**src/rtl/mc_mips_controller.sv**
```systemverilog
// Multi-cycle MIPS control FSM: Moore decode of datapath selects and memory strobes.
// Optional MEM_WAIT_EN macro stretches FETCH/MEM_RD/MEM_WR until mem_ready is high.
module mc_mips_controller #(
    parameter int OPW = 6,
    parameter int SW  = 4
) (
    input  logic           clk,
    input  logic           rst,
    input  logic [OPW-1:0] opcode,
    input  logic [OPW-1:0] funct,
    input  logic           mem_ready,
    output logic           IRWrite,
    output logic           RegDst,
    output logic           S1,
    output logic           S2,
    output logic           MemToReg,
    output logic           IorD,
    output logic           ALUSrcA,
    output logic           RegWrite,
    output logic           PCWrite,
    output logic           PCWriteCond,
    output logic [1:0]     ALUSrcB,
    output logic [1:0]     PCSrc,
    output logic [2:0]     ALUCtrl,
    output logic           MemRead,
    output logic           MemWrite,
    output logic           illegal_op,
    output logic [SW-1:0]  o_dbg_state
);

    typedef enum logic [SW-1:0] {
        ST_FETCH, ST_DECODE, ST_R_EXE, ST_R_WB, ST_MEM_ADR, ST_MEM_RD, ST_MEM_WB,
        ST_MEM_WR, ST_BEQ, ST_J, ST_JAL, ST_JR, ST_I_EXE, ST_I_WB
    } state_t;

    localparam logic [OPW-1:0] OP_RTYPE = 'b000000;
    localparam logic [OPW-1:0] OP_LW    = 'b100011;
    localparam logic [OPW-1:0] OP_SW    = 'b101011;
    localparam logic [OPW-1:0] OP_BEQ   = 'b000100;
    localparam logic [OPW-1:0] OP_J     = 'b000010;
    localparam logic [OPW-1:0] OP_JAL   = 'b000011;
    localparam logic [OPW-1:0] OP_ADDI  = 'b001000;
    localparam logic [OPW-1:0] OP_SLTI  = 'b001010;
    localparam logic [OPW-1:0] FN_JR    = 'b001000;
    localparam logic [OPW-1:0] FN_ADD   = 'b100000;
    localparam logic [OPW-1:0] FN_SUB   = 'b100010;
    localparam logic [OPW-1:0] FN_AND   = 'b100100;
    localparam logic [OPW-1:0] FN_OR    = 'b100101;
    localparam logic [OPW-1:0] FN_SLT   = 'b101010;

    localparam logic [2:0] ALU_AND = 3'b000;
    localparam logic [2:0] ALU_OR  = 3'b001;
    localparam logic [2:0] ALU_ADD = 3'b010;
    localparam logic [2:0] ALU_SUB = 3'b110;
    localparam logic [2:0] ALU_SLT = 3'b111;

    state_t     r_state;
    state_t     w_next_state;
    logic       r_illegal;
    logic       w_set_illegal;
    logic [2:0] w_funct_alu;
    logic       w_funct_ok;
    logic       w_mem_go;

`ifdef MEM_WAIT_EN
    assign w_mem_go = mem_ready;
`else
    logic w_unused_mem_ready;
    assign w_unused_mem_ready = mem_ready;
    assign w_mem_go = 1'b1;
`endif

    always_ff @(posedge clk or negedge rst) begin
        if (!rst) begin
            r_state   <= ST_FETCH;
            r_illegal <= 1'b0;
        end else begin
            r_state <= w_next_state;
            if (w_set_illegal) begin
                r_illegal <= 1'b1;
            end
        end
    end

    always_comb begin
        w_funct_alu = ALU_ADD;
        w_funct_ok  = 1'b1;
        case (funct)
            FN_ADD:  w_funct_alu = ALU_ADD;
            FN_SUB:  w_funct_alu = ALU_SUB;
            FN_AND:  w_funct_alu = ALU_AND;
            FN_OR:   w_funct_alu = ALU_OR;
            FN_SLT:  w_funct_alu = ALU_SLT;
            default: w_funct_ok  = 1'b0;
        endcase
    end

    // Everything stays 0 while rst is low so no strobe can leak out mid-reset.
    always_comb begin
        w_next_state  = ST_FETCH;
        w_set_illegal = 1'b0;
        IRWrite       = 1'b0;
        RegDst        = 1'b0;
        S1            = 1'b0;
        S2            = 1'b0;
        MemToReg      = 1'b0;
        IorD          = 1'b0;
        ALUSrcA       = 1'b0;
        RegWrite      = 1'b0;
        PCWrite       = 1'b0;
        PCWriteCond   = 1'b0;
        ALUSrcB       = 2'b00;
        PCSrc         = 2'b00;
        ALUCtrl       = 3'b000;
        MemRead       = 1'b0;
        MemWrite      = 1'b0;
        if (rst) begin
            case (r_state)
                ST_FETCH: begin
                    MemRead      = 1'b1;
                    IRWrite      = w_mem_go;
                    PCWrite      = w_mem_go;
                    ALUSrcB      = 2'b01;
                    ALUCtrl      = ALU_ADD;
                    w_next_state = w_mem_go ? ST_DECODE : ST_FETCH;
                end
                ST_DECODE: begin
                    ALUSrcB = 2'b11;
                    ALUCtrl = ALU_ADD;
                    case (opcode)
                        OP_RTYPE: begin
                            if (funct == FN_JR) begin
                                w_next_state = ST_JR;
                            end else if (w_funct_ok) begin
                                w_next_state = ST_R_EXE;
                            end else begin
                                w_set_illegal = 1'b1;
                            end
                        end
                        OP_LW, OP_SW:     w_next_state = ST_MEM_ADR;
                        OP_BEQ:           w_next_state = ST_BEQ;
                        OP_J:             w_next_state = ST_J;
                        OP_JAL:           w_next_state = ST_JAL;
                        OP_ADDI, OP_SLTI: w_next_state = ST_I_EXE;
                        default:          w_set_illegal = 1'b1;
                    endcase
                end
                ST_R_EXE: begin
                    ALUSrcA      = 1'b1;
                    ALUCtrl      = w_funct_alu;
                    w_next_state = ST_R_WB;
                end
                ST_R_WB: begin
                    RegDst   = 1'b1;
                    RegWrite = 1'b1;
                end
                ST_MEM_ADR: begin
                    ALUSrcA      = 1'b1;
                    ALUSrcB      = 2'b10;
                    ALUCtrl      = ALU_ADD;
                    w_next_state = (opcode == OP_LW) ? ST_MEM_RD : ST_MEM_WR;
                end
                ST_MEM_RD: begin
                    IorD         = 1'b1;
                    MemRead      = 1'b1;
                    w_next_state = w_mem_go ? ST_MEM_WB : ST_MEM_RD;
                end
                ST_MEM_WB: begin
                    MemToReg = 1'b1;
                    RegWrite = 1'b1;
                end
                ST_MEM_WR: begin
                    IorD         = 1'b1;
                    MemWrite     = 1'b1;
                    w_next_state = w_mem_go ? ST_FETCH : ST_MEM_WR;
                end
                ST_BEQ: begin
                    ALUSrcA     = 1'b1;
                    ALUCtrl     = ALU_SUB;
                    PCSrc       = 2'b10;
                    PCWriteCond = 1'b1;
                end
                ST_J: begin
                    PCSrc   = 2'b01;
                    PCWrite = 1'b1;
                end
                ST_JAL: begin
                    PCSrc    = 2'b01;
                    PCWrite  = 1'b1;
                    S1       = 1'b1;
                    S2       = 1'b1;
                    RegWrite = 1'b1;
                end
                ST_JR: begin
                    PCSrc   = 2'b11;
                    PCWrite = 1'b1;
                end
                ST_I_EXE: begin
                    ALUSrcA      = 1'b1;
                    ALUSrcB      = 2'b10;
                    ALUCtrl      = (opcode == OP_SLTI) ? ALU_SLT : ALU_ADD;
                    w_next_state = ST_I_WB;
                end
                ST_I_WB: begin
                    RegWrite = 1'b1;
                end
                default: w_next_state = ST_FETCH;
            endcase
        end
    end

    assign illegal_op  = r_illegal;
    assign o_dbg_state = r_state;

endmodule

```
**config.mk**
```make
export PLATFORM = sky130hd
export DESIGN_NAME = mc_mips_controller
export DESIGN_NICKNAME = d
export VERILOG_FILES = /design/src/rtl/mc_mips_controller.sv
export SDC_FILE = /design/constraint.sdc
export NUM_CORES = 1
export LEC_CHECK = 0
export BUFFER_PORTS_ARGS = -buffer_cell sky130_fd_sc_hd__buf_2
export CELL_PAD_IN_SITES_DETAIL_PLACEMENT = 0
export CELL_PAD_IN_SITES_GLOBAL_PLACEMENT = 2
export CORE_ASPECT_RATIO = 0.6
export CORE_MARGIN = 2
export CORE_UTILIZATION = 23
export CTS_CLUSTER_SIZE = 16
export DETAILED_ROUTE_END_ITERATION = 6
export PLACE_DENSITY_LB_ADDON = 0.25
export SLEW_MARGIN = 30
export SYNTH_ARGS = -nofsm -noshare
export SYNTH_HDL_FRONTEND = slang
export SYNTH_SLANG_ARGS = --single-unit
```
**constraint.sdc**
```tcl
create_clock -name clk -period 2 [get_ports clk]
set_input_delay 0.4 -clock clk [delete_from_list [all_inputs] [get_ports clk]]
set_output_delay 0.4 -clock clk [all_outputs]
set_load 0.005 [all_outputs]
```
==> run metrics, run 1 <==
Crit. End Element=output pin; Synth Cell Area=823 sq um; part of the cycle the worst path needs=0.966; DR WL/cell=12.5 microns; Hold WS=0.165 ns; Pwr Total=0.442 mW; area share of the largest cell type after synthesis=0.152; normalized max-slew margin=0.716; area grow syn2layout=51.1%; hold buffers post-CTS=0; Port Buffers=37; RSZ-0062 raised after global routing=yes; IO Pins=39; Syn Inst Count=123; Leakage Power=0.587 nW; Overflow after GRT=0; Place WS=-0.134 ns; clk_lat worst skew=0.22 ns; synth cell count leaders=20 x nor2_1, 10 x a21oi_1, 8 x nand2_1, 7 x nand2b_1, 7 x nor3_1; layout cell share with drive strength beyond 1=0.414; routability cong.=0.761; CP Launch Type=flip-flop; # rows=16; Required @ worst endpoint=1.60 ns; Worst Skew=0.00190 ns; Die Width=81.2 microns; status=complete, no violations; Crit Path Max Fanout=7; CP cell instances=buf_4 -> or2_4 -> a2111oi_4 -> buf_2; final WL=2.75 mm; initial detailed-routing violation count=47; nets@finish=190; f_max=0.517 GHz; top cell type by total area after synthesis=dfrtp_1; final count of pins violating max slew=0; post-detail-place hpwl=2.28 mm; power per cell area=355 mW/mm^2; max-cap viol count=0; Worst Hold Class=primary input to asynchronous set/reset pin; Reg area=125 sq um; Top FF cell, synth=dfrtp_1; CP max-delay cell=dfrtp_1; critical path type=flip-flop to output pin; DRC viols=0; final worst slack=0.0670 ns; Num CTS Buffers=3; dpl cell area=0.00113 sq mm; min cycle time layout=1.93 ns; largest net degree at the start of global routing=15; clock root buffer=clkbuf_8; Syn Nets=138; TritonRoute pass-1 iters=4; worst flop-to-flop path startpoint=o_dbg_state[3]; H-tree levels=1; vias in the first global route=1,017; Yosys reg bits=5; Via density=4.81; Netlist cell types=44; multi-input gate area in the final layout=654 sq um; Syn Area/Cell=6.69 sq um; initial antenna violation count=0; worst path arrival time=1.53 ns; first-pass GRT wire length=4.74 mm; CTS Buffer Depth=2; Post-synth EDFFs=0; CTS tree=done; ranking of synthesized cells by area=dfrtp_1 15%, nor2_1 9.1%, a21oi_1 6.1%; Slew @ Worst Pin=0.427 ns; sequential area share after synthesis=0.152; DR vias=1,054; Layout fillers=377; Final setup viols=0; Peak VDD IR=0.193 mV; asr flop ratio synth=1.00; DIE AREA=0.00409 sq mm; Detail Route Antenna Nets=0; starting density of the core=0.246; ANT cells=0; final hold viol count=0; fin area=0.00124 sq mm; crit path launch=o_dbg_state[3]; crit-path max cell delay=0.40 ns; fin util=0.372; Core Box Area=0.00334 sq mm; Clock Pin Slew Worst Setup and Hold Paths=0.04 ns; most frequent cell after synthesis=nor2_1; All-Layer GR Usage=0.148; die height=50.3 microns; Yosys Warn Count=0; CTS sink count=5
cell families (layout without fill, tap and decap cells):
| logic type | Yosys count | count (layout) | share of synthesized area |
|---|---|---|---|
| flops | 5 | 5 | 0.152 |
| buf+inv | 15 | 66 | 0.0973 |
| mux | 1 | 1 | 0.0122 |
| xor+xnor | 1 | 1 | 0.0106 |
| compound gates | 32 | 32 | 0.246 |
| simple gates | 69 | 69 | 0.482 |
path summary, 6_finish.rpt:
| kind | depth (start not counted) | slack (ns) | to |
|---|---|---|---|
| min in group clk | 2 | 0.49 | illegal_op |
| hold / removal | 2 | 0.16 | o_dbg_state[3] |
| max in group asynchronous | 2 | 1.72 | o_dbg_state[2] |
| setup reg to reg | 7 | 0.23 | o_dbg_state[1] |
| setup / recovery | 4 | 0.07 | ALUCtrl[0] |
| hold reg to reg | 2 | 0.49 | illegal_op |
per-layer routing:
layer	vias to the layer above	part of all wire	track usage
li1	545	-	-
met1	481	0.54	0.225
met2	26	0.41	0.213
met3	2	0.049	0.0198
met4	0	0.0047	0.0424
met5	-	0	0
sequential cells by signal, indices dropped and copies added (netlist names):
name,count
illegal_op,1
o_dbg_state,4
worst max-delay path: cells and delay by family (launching register included):
kind            cells  cell delay [ns]
compound gates      1             0.29
flops               1             0.40
simple gates        1             0.29
buf+inv             2             0.33
stage by stage:
| step | instances | setup TNS (ns) |
|---|---|---|
| after detailed placement | 213 | -0.134 |
| final | 219 | 0 |
| after CTS | 218 | 0 |
| after global routing | 219 | -0.0252 |
| after global placement | 213 | -0.102 |
| after floorplan | 123 | 0 |
layout make-up:
cell class,count,area share
Multi-Input combinational cell,103,0.526
Timing Repair Buffer,56,0.273
Sequential cell,5,0.101
Tap cell,45,0.0453
Clock buffer,3,0.0332
Inverter,6,0.0181
Clock inverter,1,0.00402
timing repair:
action / in CTS / in global routing
pin swaps: 2 / 5
gates resized for setup: 4 / 7
setup buffers: 1 / 1
endpoints found under the setup margin: 2 / 5
layout by cell type, fill, tap and decap left out, types with 2 or more instances in the layout:
master    count
nand2_1       7
a21oi_1      10
a31oi_1       2
inv_1         6
o21ai_0       5
nand2b_1      7
clkbuf_8      3
a21o_1        2
buf_2        37
buf_4        16
nor3_1        6
dfrtp_1       5
nand4_1       2
nor3_2        2
nand3_1       5
nand3b_1      2
nor2_1       20
o21ai_1       4
buf_6         3
report_power, final:
| part | switching [mW] | internal (mW) |
|---|---|---|
| sequential | 0.00724 | 0.104 |
| clock | 0.0505 | 0.134 |
| combinational | 0.0793 | 0.0670 |
| total | 0.137 | 0.305 |
Note: power is estimated with default switching activity, not from simulation.
==> run 2: changes to the inputs <==
--- a/config.mk
+++ b/config.mk
@@ -5,16 +5,17 @@
 export SDC_FILE = /design/constraint.sdc
 export NUM_CORES = 1
 export LEC_CHECK = 0
+export ABC_AREA = 1
 export BUFFER_PORTS_ARGS = -buffer_cell sky130_fd_sc_hd__buf_2
 export CELL_PAD_IN_SITES_DETAIL_PLACEMENT = 0
 export CELL_PAD_IN_SITES_GLOBAL_PLACEMENT = 2
 export CORE_ASPECT_RATIO = 0.6
 export CORE_MARGIN = 2
-export CORE_UTILIZATION = 23
+export CORE_UTILIZATION = 20
 export CTS_CLUSTER_SIZE = 16
 export DETAILED_ROUTE_END_ITERATION = 6
 export PLACE_DENSITY_LB_ADDON = 0.25
-export SLEW_MARGIN = 30
+export SLEW_MARGIN = 15
 export SYNTH_ARGS = -nofsm -noshare
 export SYNTH_HDL_FRONTEND = slang
 export SYNTH_SLANG_ARGS = --single-unit
==> run metrics, run 2 <==
Syn Nets=153; H-tree levels=1; max-cap viol count=0; Yosys Warn Count=0; CTS Buffer Depth=2; Netlist cell types=27; Required @ worst endpoint=1.60 ns; initial detailed-routing violation count=39; Layout fillers=440; Overflow after GRT=0; CTS tree=done; ranking of synthesized cells by area=dfrtp_1 17%, nand2_1 16%, nor2_1 13%; Die Width=83.5 microns; routability cong.=0.773; Hold WS=0.0933 ns; layout cell share with drive strength beyond 1=0.376; most frequent cell after synthesis=nand2_1; Final setup viols=0; Detail Route Antenna Nets=0; IO Pins=39; normalized max-slew margin=0.747; reg2reg setup slack=0.66 ns; Post-synth EDFFs=0; Worst Reg-to-Reg Cells=9; Reg area=129 sq um; Peak VDD IR=0.172 mV; clock root buffer=clkbuf_8; final worst slack=0.134 ns; most common cell after layout, fill and taps aside=buf_2; Clock Pin Slew Worst Setup and Hold Paths=0.04 ns; DIE AREA=0.00432 sq mm; Crit. End Element=output pin; first-pass GRT wire length=4.16 mm; DR WL/cell=11.1 microns; WL met2=963 microns; critical path type=flip-flop to output pin; multi-input gate area in the final layout=519 sq um; Syn Inst Count=138; largest net degree at the start of global routing=12; Leakage Power=0.622 nW; Crit Path Max Fanout=9; sequential area share after synthesis=0.165; highest metal used=met3; Num CTS Buffers=3; Synth Cell Area=758 sq um; min cycle time layout=1.87 ns; f_max=0.536 GHz; Core Box Area=0.00366 sq mm; DRC viols=0; top cell type by total area after synthesis=dfrtp_1; final hold viol count=0; die height=51.7 microns; status=complete, no violations; synth cell count leaders=32 x nand2_1, 27 x nor2_1, 23 x inv_1, 10 x nand3_1; met1 wire length=1.40 mm; DR vias=949; worst path arrival time=1.47 ns; Yosys reg bits=5; most frequent cells in the layout=37 x buf_2, 31 x nand2_1, 26 x nor2_1; final count of pins violating max slew=0; final WL=2.54 mm; All-Layer GR Usage=0.122; clk_lat worst skew=0.22 ns; Top FF cell, synth=dfrtp_1; # rows=17; area share of the largest cell type after synthesis=0.165; part of the cycle the worst path needs=0.933; power per cell area=400 mW/mm^2; Via density=4.16; TritonRoute pass-1 iters=4; Largest register FFs=4; Port Buffers=37; Place WS=0.0771 ns; vias in the first global route=904; asr flop ratio synth=1.00; nets@finish=197; Slew @ Worst Pin=0.379 ns; CP Launch Type=flip-flop; post-detail-place hpwl=2.13 mm; CTS sink count=5; Syn Area/Cell=5.49 sq um; starting density of the core=0.207; Worst Skew=0.000150 ns; Worst Hold Class=primary input to asynchronous set/reset pin; Fin Setup TNS=0 ns; ANT cells=0; RSZ-0062 raised after global routing=no; initial antenna violation count=0; met3 routed WL=169 microns; area grow syn2layout=42.9%
run 2: area by class of cell:
type,instances,share of cell area
inverters,29,0.100
multi-input cells,101,0.479
flip-flops and latches,5,0.119
well taps,47,0.0543
repair buffers,42,0.206
clock buffers,4,0.0416
run 2: power breakdown:
part	internal, mW	leakage [nW]	switching, mW
Sequential	0.105	0.0585	0.00623
Clock	0.137	0.0228	0.0528
Combinational	0.0531	0.541	0.0792
run 2: worst paths after layout:
| path | from | end |
|---|---|---|
| setup / recovery | o_dbg_state[1] | ALUCtrl[0] |
| hold / removal | rst | illegal_op |
| setup reg to reg | o_dbg_state[1] | o_dbg_state[3] |
| hold reg to reg | illegal_op | illegal_op |
| max in group asynchronous | rst | o_dbg_state[1] |
| min in group clk | illegal_op | illegal_op |
run 2: logic make-up (layout without fill, tap and decap cells):
family / Yosys count / count (layout) / synth area share
AND/OR/NAND/NOR: 85 / 85 / 0.533
buffers and inverters: 32 / 75 / 0.173
AO/OA/AOI/OAI: 16 / 16 / 0.129
flip-flops: 5 / 5 / 0.165
run 2: worst max-delay path, stage by stage (launching register included):
cell     delay [ns]
dfrtp_2        0.47
nor2_4         0.14
buf_4          0.17
nand2_1        0.08
a21oi_2        0.16
o21ai_1        0.08
inv_1          0.05
buf_2          0.10
run 2: what timing repair did:
action	CTS	global route
resized for setup	0	8
setup endpoints to repair	0	10
buffers inserted	0	2
hold buffers	0	0
run 2: routing by layer:
| metal | global-route usage | vias up |
|---|---|---|
| met5 | 0 | - |
| met4 | 0.0161 | 0 |
| met3 | 0.0460 | 0 |
| met2 | 0.181 | 23 |
| met1 | 0.172 | 414 |
| li1 | - | 512 |
run 2: metrics by stage:
| step | cells | utilization | cell area, sq um | power (mW) |
|---|---|---|---|---|
| 2_1_floorplan | 138 | - | 758 | 0.184 |
| 3_3_place_gp | 222 | 0.274 | 1000 | 0.237 |
| 3_5_place_dp | 222 | 0.274 | 1000 | 0.237 |
| 4_1_cts | 226 | 0.286 | 1050 | 0.431 |
| 5_1_grt | 228 | 0.296 | 1080 | 0.467 |
| 6_report | 228 | 0.296 | 1080 | 0.434 |
